## src/rtl/line_transfer_unit.sv

```systemverilog
// Line transfer engine between the cache data BRAM and the memory-side bus:
// streams a line out for writeback, or writes incoming bus beats in for refill.
module line_transfer_unit #(
  parameter int DATA_WIDTH = 32,
  parameter int ADDR_WIDTH = 10,
  parameter int LINE_WORDS = 16
) (
  input  logic                                        clk,
  input  logic                                        reset,
  input  logic                                        req_valid,
  output logic                                        req_ready,
  input  logic                                        req_is_wb,
  input  logic [ADDR_WIDTH-$clog2(LINE_WORDS)-1:0]    req_line,
  output logic                                        wb_valid,
  input  logic                                        wb_ready,
  output logic [DATA_WIDTH-1:0]                       wb_data,
  output logic                                        wb_last,
  input  logic                                        fill_valid,
  output logic                                        fill_ready,
  input  logic [DATA_WIDTH-1:0]                       fill_data,
  input  logic                                        fill_last,
  output logic                                        bram_en,
  output logic [DATA_WIDTH/8-1:0]                     bram_write_en,
  output logic [ADDR_WIDTH-1:0]                       bram_addr,
  output logic [DATA_WIDTH-1:0]                       bram_data_in,
  input  logic [DATA_WIDTH-1:0]                       bram_data_out,
  output logic                                        done,
  output logic                                        err
);

  localparam int OFFSET_BITS = $clog2(LINE_WORDS);
  localparam int LINE_BITS   = ADDR_WIDTH - OFFSET_BITS;
  localparam int BE_WIDTH    = DATA_WIDTH / 8;
  localparam logic [OFFSET_BITS-1:0] LAST_IDX = OFFSET_BITS'(LINE_WORDS - 1);

  typedef enum logic [2:0] {
    S_IDLE,
    S_WB_ISSUE,
    S_WB_SEND,
    S_FILL,
    S_DONE
  } state_t;

  state_t                  state_q, state_nxt;
  logic [LINE_BITS-1:0]    base_q, base_nxt;
  logic [OFFSET_BITS-1:0]  idx_q, idx_nxt;
  logic                    mismatch_q, mismatch_nxt;
  logic [OFFSET_BITS-1:0]  idx_inc;
  logic                    at_last;

  assign idx_inc = idx_q + OFFSET_BITS'(1);
  assign at_last = (idx_q == LAST_IDX);

  // NOTE: state registers use non-blocking assignments so every flop samples
  // the pre-edge values; reset is synchronous and only touches control state.
  always_ff @(posedge clk) begin
    if (reset) begin
      state_q    <= S_IDLE;
      base_q     <= '0;
      idx_q      <= '0;
      mismatch_q <= 1'b0;
    end else begin
      state_q    <= state_nxt;
      base_q     <= base_nxt;
      idx_q      <= idx_nxt;
      mismatch_q <= mismatch_nxt;
    end
  end

  // NOTE: every signal written here gets a default first, so no path can
  // leave one unassigned and infer a latch.
  always_comb begin
    state_nxt     = state_q;
    base_nxt      = base_q;
    idx_nxt       = idx_q;
    mismatch_nxt  = mismatch_q;
    req_ready     = 1'b0;
    wb_valid      = 1'b0;
    wb_data       = '0;
    wb_last       = 1'b0;
    fill_ready    = 1'b0;
    bram_en       = 1'b0;
    bram_write_en = '0;
    bram_addr     = '0;
    bram_data_in  = '0;
    done          = 1'b0;
    err           = 1'b0;

    // Outputs stay quiet for the whole reset cycle so no stray write lands.
    if (!reset) begin
      unique case (state_q)
        S_IDLE: begin
          req_ready = 1'b1;
          if (req_valid) begin
            base_nxt     = req_line;
            idx_nxt      = '0;
            mismatch_nxt = 1'b0;
            state_nxt    = req_is_wb ? S_WB_ISSUE : S_FILL;
          end
        end

        S_WB_ISSUE: begin
          bram_en   = 1'b1;
          bram_addr = {base_q, {OFFSET_BITS{1'b0}}};
          state_nxt = S_WB_SEND;
        end

        S_WB_SEND: begin
          wb_valid  = 1'b1;
          wb_data   = bram_data_out;
          wb_last   = at_last;
          // Prefetch only on a handshake so the BRAM output holds under stall.
          bram_en   = wb_ready && !at_last;
          bram_addr = {base_q, idx_inc};
          if (wb_ready) begin
            idx_nxt = idx_inc;
            if (at_last) state_nxt = S_DONE;
          end
        end

        S_FILL: begin
          fill_ready = 1'b1;
          if (fill_valid) begin
            bram_en       = 1'b1;
            bram_write_en = {BE_WIDTH{1'b1}};
            bram_addr     = {base_q, idx_q};
            bram_data_in  = fill_data;
            idx_nxt       = idx_inc;
            if (fill_last != at_last) mismatch_nxt = 1'b1;
            if (at_last) state_nxt = S_DONE;
          end
        end

        S_DONE: begin
          done      = 1'b1;
          err       = mismatch_q;
          state_nxt = S_IDLE;
        end

        default: state_nxt = S_IDLE;
      endcase
    end
  end

endmodule

```

## config.mk

```make
export PLATFORM = sky130hd
export DESIGN_NAME = line_transfer_unit
export DESIGN_NICKNAME = d
export VERILOG_FILES = /design/src/rtl/line_transfer_unit.sv
export SDC_FILE = /design/constraint.sdc
export NUM_CORES = 1
export LEC_CHECK = 0
export CAP_MARGIN = 10
export CORE_UTILIZATION = 27
export CTS_CLUSTER_SIZE = 10
export DETAILED_ROUTE_END_ITERATION = 10
export PLACE_DENSITY = 0.94
export SKIP_LAST_GASP = 1
export SLEW_MARGIN = 20
export SYNTH_ARGS = -nofsm -noshare
export SYNTH_HDL_FRONTEND = slang
export SYNTH_SLANG_ARGS = --single-unit
```

## constraint.sdc

```tcl
create_clock -name clk -period 2.23 [get_ports clk]
set_input_delay 0.446 -clock clk [delete_from_list [all_inputs] [get_ports clk]]
set_output_delay 0.446 -clock clk [all_outputs]
set_load 0.1 [all_outputs]
```

==> metrics.txt <==
result of the run finished, violations left; violated checks setup timing; clock latency at the later pin of the worst-skew pair 0.25 ns; total wire length 10.1 mm; number of instances in the synthesized netlist 193; Post-synth top flop dfxtp_1; area added between synthesis and finish 230%; Final ANT Viol Nets 0; sequential element share of the synthesized area 0.210; Max Slew Vio Count 0; die span in x 72.3 µm; area share of the largest cell type after synthesis 0.210; Placement Cell Area 4100 µm²; fraction of layout instances using a drive strength above 1 0.568; startpoint kind of the worst setup timing path flop; count of state elements after synthesis 14; cells along the critical path or3b_4 > buf_4 > nor2_1 > a21oi_1 > nor2_1 > buf_12; via count of the first global-routing pass 2155; peak clock frequency supported by timing 428 MHz; peak per-stage delay on the critical path 0.45 ns; IR Drop Worst-Case VDD 0.492 mV; CP delay by family, top simple AND/OR/NAND/NOR gates; setup slack after layout -0.108 ns; starting density of the core 0.282; wire per inst 23.3 µm; number of remaining DRC errors 0; normalized max-slew margin 0.730; Crit Path Category reg -> out; highest net fanout along the worst path 6; pre-CTS setup slack -0.245 ns; filler cell count in the final layout 153; final setup violation count 11; mean post-synth cell area 6.90 µm²; initial antenna violation count 0; die area 5220 µm²; wire length of the first global-routing pass 11.8 mm; violation count after the first detailed-route iteration 137; TritonCTS buffer count 3; clock-pin slew on the worst setup and hold paths 0.06 ns; biggest area contributors in the synthesized netlist dfxtp_1, and2_1, and3_1, a21oi_1, nand3_1; Cell variety after synth 34; Max H-tree Level 1; worst min path class reg -> reg; Final Util 0.931; hold_buf cts 0; RSZ-0062 raised after global routing yes; GR Util All Layers 0.302; number of hold violations in the final report 0; clock tree root driver cell clkbuf_8; top cell types by occurrence after synthesis and2_1, and3_1, a21oi_1, dfxtp_1, nand3_1; Detail Placement HPWL 6.57 mm; critical path data arrival time 1.89 ns; static leakage power 1.82 nW; Final Wtd Congestion 0.860; number of enable-type register cells in the synthesized netlist 0; overall overflow remaining after global route 0; max-cap check violation count 0; element type at the critical path end output port; CTS tree built; Max Clock Skew 0.00222 ns; number of warning messages in the yosys log 0; power density relative to cell area 307 nW/µm²; cell taking the most area after synthesis dfxtp_1; Clock Path Buffers 2; library cell contributing the largest single delay on the critical path or3b_4; Tightest Pin Transition 0.400 ns; maximum number of pins on one net before global-route repair 36; number of vias in the routed layout 2328; share of flip-flops with an asynchronous set or reset 0; overall die height 72.3 µm; Critical Path Most Common Cell nor2_1; First-pass DRT Iterations 4; most repeated cell in the gate-level netlist after synthesis and2_1; netlist area before placement 1330 µm²; total I/O pin count 162; total inserted antenna cells 0; row count 25; post-route cell area 4400 µm²; CP required 1.78 ns; core area 4720 µm²; clock sink count 14; share of the clock period used by the worst path after layout 1.05; ratio of routed vias to standard cells 5.35; number of port buffers 161; fin nets 447; worst path buffer plus inverter count 2; post-synthesis net count 271; final worst path period need 2.34 ns
state kept, by name, indices dropped and copies added, names as in the netlist:
signal,flops
base_q,6
idx_q,4
mismatch_q,1
state_q,3
where the power goes:
| part | switching, mW | internal, mW | leakage [nW] |
|---|---|---|---|
| registers | 0.00965 | 0.263 | 0.115 |
| logic | 0.450 | 0.371 | 1.68 |
| clock network | 0.0993 | 0.157 | 0.0288 |
| total | 0.559 | 0.791 | 1.82 |
metrics by stage:
| step | TNS (ns) | cells | power, mW | hold WS, ns |
|---|---|---|---|---|
| 6_report | -0.338 | 435 | 1.35 | 0.456 |
| 2_1_floorplan | -3.18 | 193 | 0.657 | 0.437 |
| 4_1_cts | -0.0764 | 428 | 1.28 | 0.455 |
| 3_5_place_dp | -4.63 | 420 | 1.00 | 0.447 |
| 3_3_place_gp | -2.49 | 420 | 0.981 | 0.442 |
| 5_1_grt | -0.974 | 435 | 1.38 | 0.482 |
area by class of cell:
type                       count  area (µm²)  area share
clock buffer                   4        55.1      0.0125
inverter                       3        11.3     0.00256
multi-input combinational    156        1160       0.263
sequential                    14         284      0.0646
tap                           67        83.8      0.0191
timing repair buffer         191        2810       0.638
kinds of logic after synthesis:
kind of cell | Yosys count | share of synthesized area
simple gates | 126 | 0.566
compound gates | 28 | 0.122
buf+inv | 23 | 0.0854
xor+xnor | 1 | 0.00657
fa+ha+maj | 1 | 0.00939
flops | 14 | 0.210
per-layer routing:
metal	part of all wire	vias up	wire length (µm)	GRT usage
li1	-	1012	-	-
met1	0.33	1097	3330	0.280
met2	0.54	168	5520	0.620
met3	0.074	51	746	0.0694
met4	0.053	0	542	0.120
met5	0	-	0	0
timing repair:
item	in CTS	in global routing
buffers inserted	3	4
setup endpoints to repair	81	31
resized for setup	12	25
pin swaps	5	7
gates cloned	1	3
cells in the final DEF (no fill, tap or decap), types with 3 or more instances in the layout:
master | Yosys | final
buf_6 | 1 | 3
dfxtp_1 | 14 | 11
o21ai_0 | 7 | 4
a21oi_1 | 14 | 12
and3_2 | 0 | 28
and3_1 | 33 | 4
and2_4 | 0 | 29
and2_2 | 0 | 11
buf_12 | 0 | 88
nor2_1 | 9 | 7
clkbuf_8 | 0 | 4
nand3_1 | 10 | 10
clkbuf_16 | 0 | 3
nand2b_1 | 6 | 6
buf_4 | 3 | 20
clkdlybuf4s50_1 | 0 | 74
nand2_1 | 9 | 9
dfxtp_2 | 0 | 3
inv_1 | 3 | 3
final timing paths:
| kind | cells past startpoint | startpoint | end | slack (ns) |
|---|---|---|---|---|
| worst max-delay path | 6 | state_q[0]$_SDFFE_PP0P_ | bram_addr[0] | -0.11 |
| worst min-delay path | 2 | base_q[5]$_SDFFE_PP0P_ | base_q[5]$_SDFFE_PP0P_ | 0.46 |
| worst max register to register | 6 | state_q[0]$_SDFFE_PP0P_ | idx_q[3]$_SDFFE_PP0P_ | 0.60 |
| worst min register to register | 2 | base_q[5]$_SDFFE_PP0P_ | base_q[5]$_SDFFE_PP0P_ | 0.46 |
worst register-to-register path, stage by stage, from the launching register on:
cell	delay, ns
dfxtp_2	0.32
buf_6	0.13
buf_4	0.15
a21boi_0	0.14
a311oi_2	0.33
a21boi_0	0.27
o21ai_0	0.15
(Power assumes the default switching activity.)
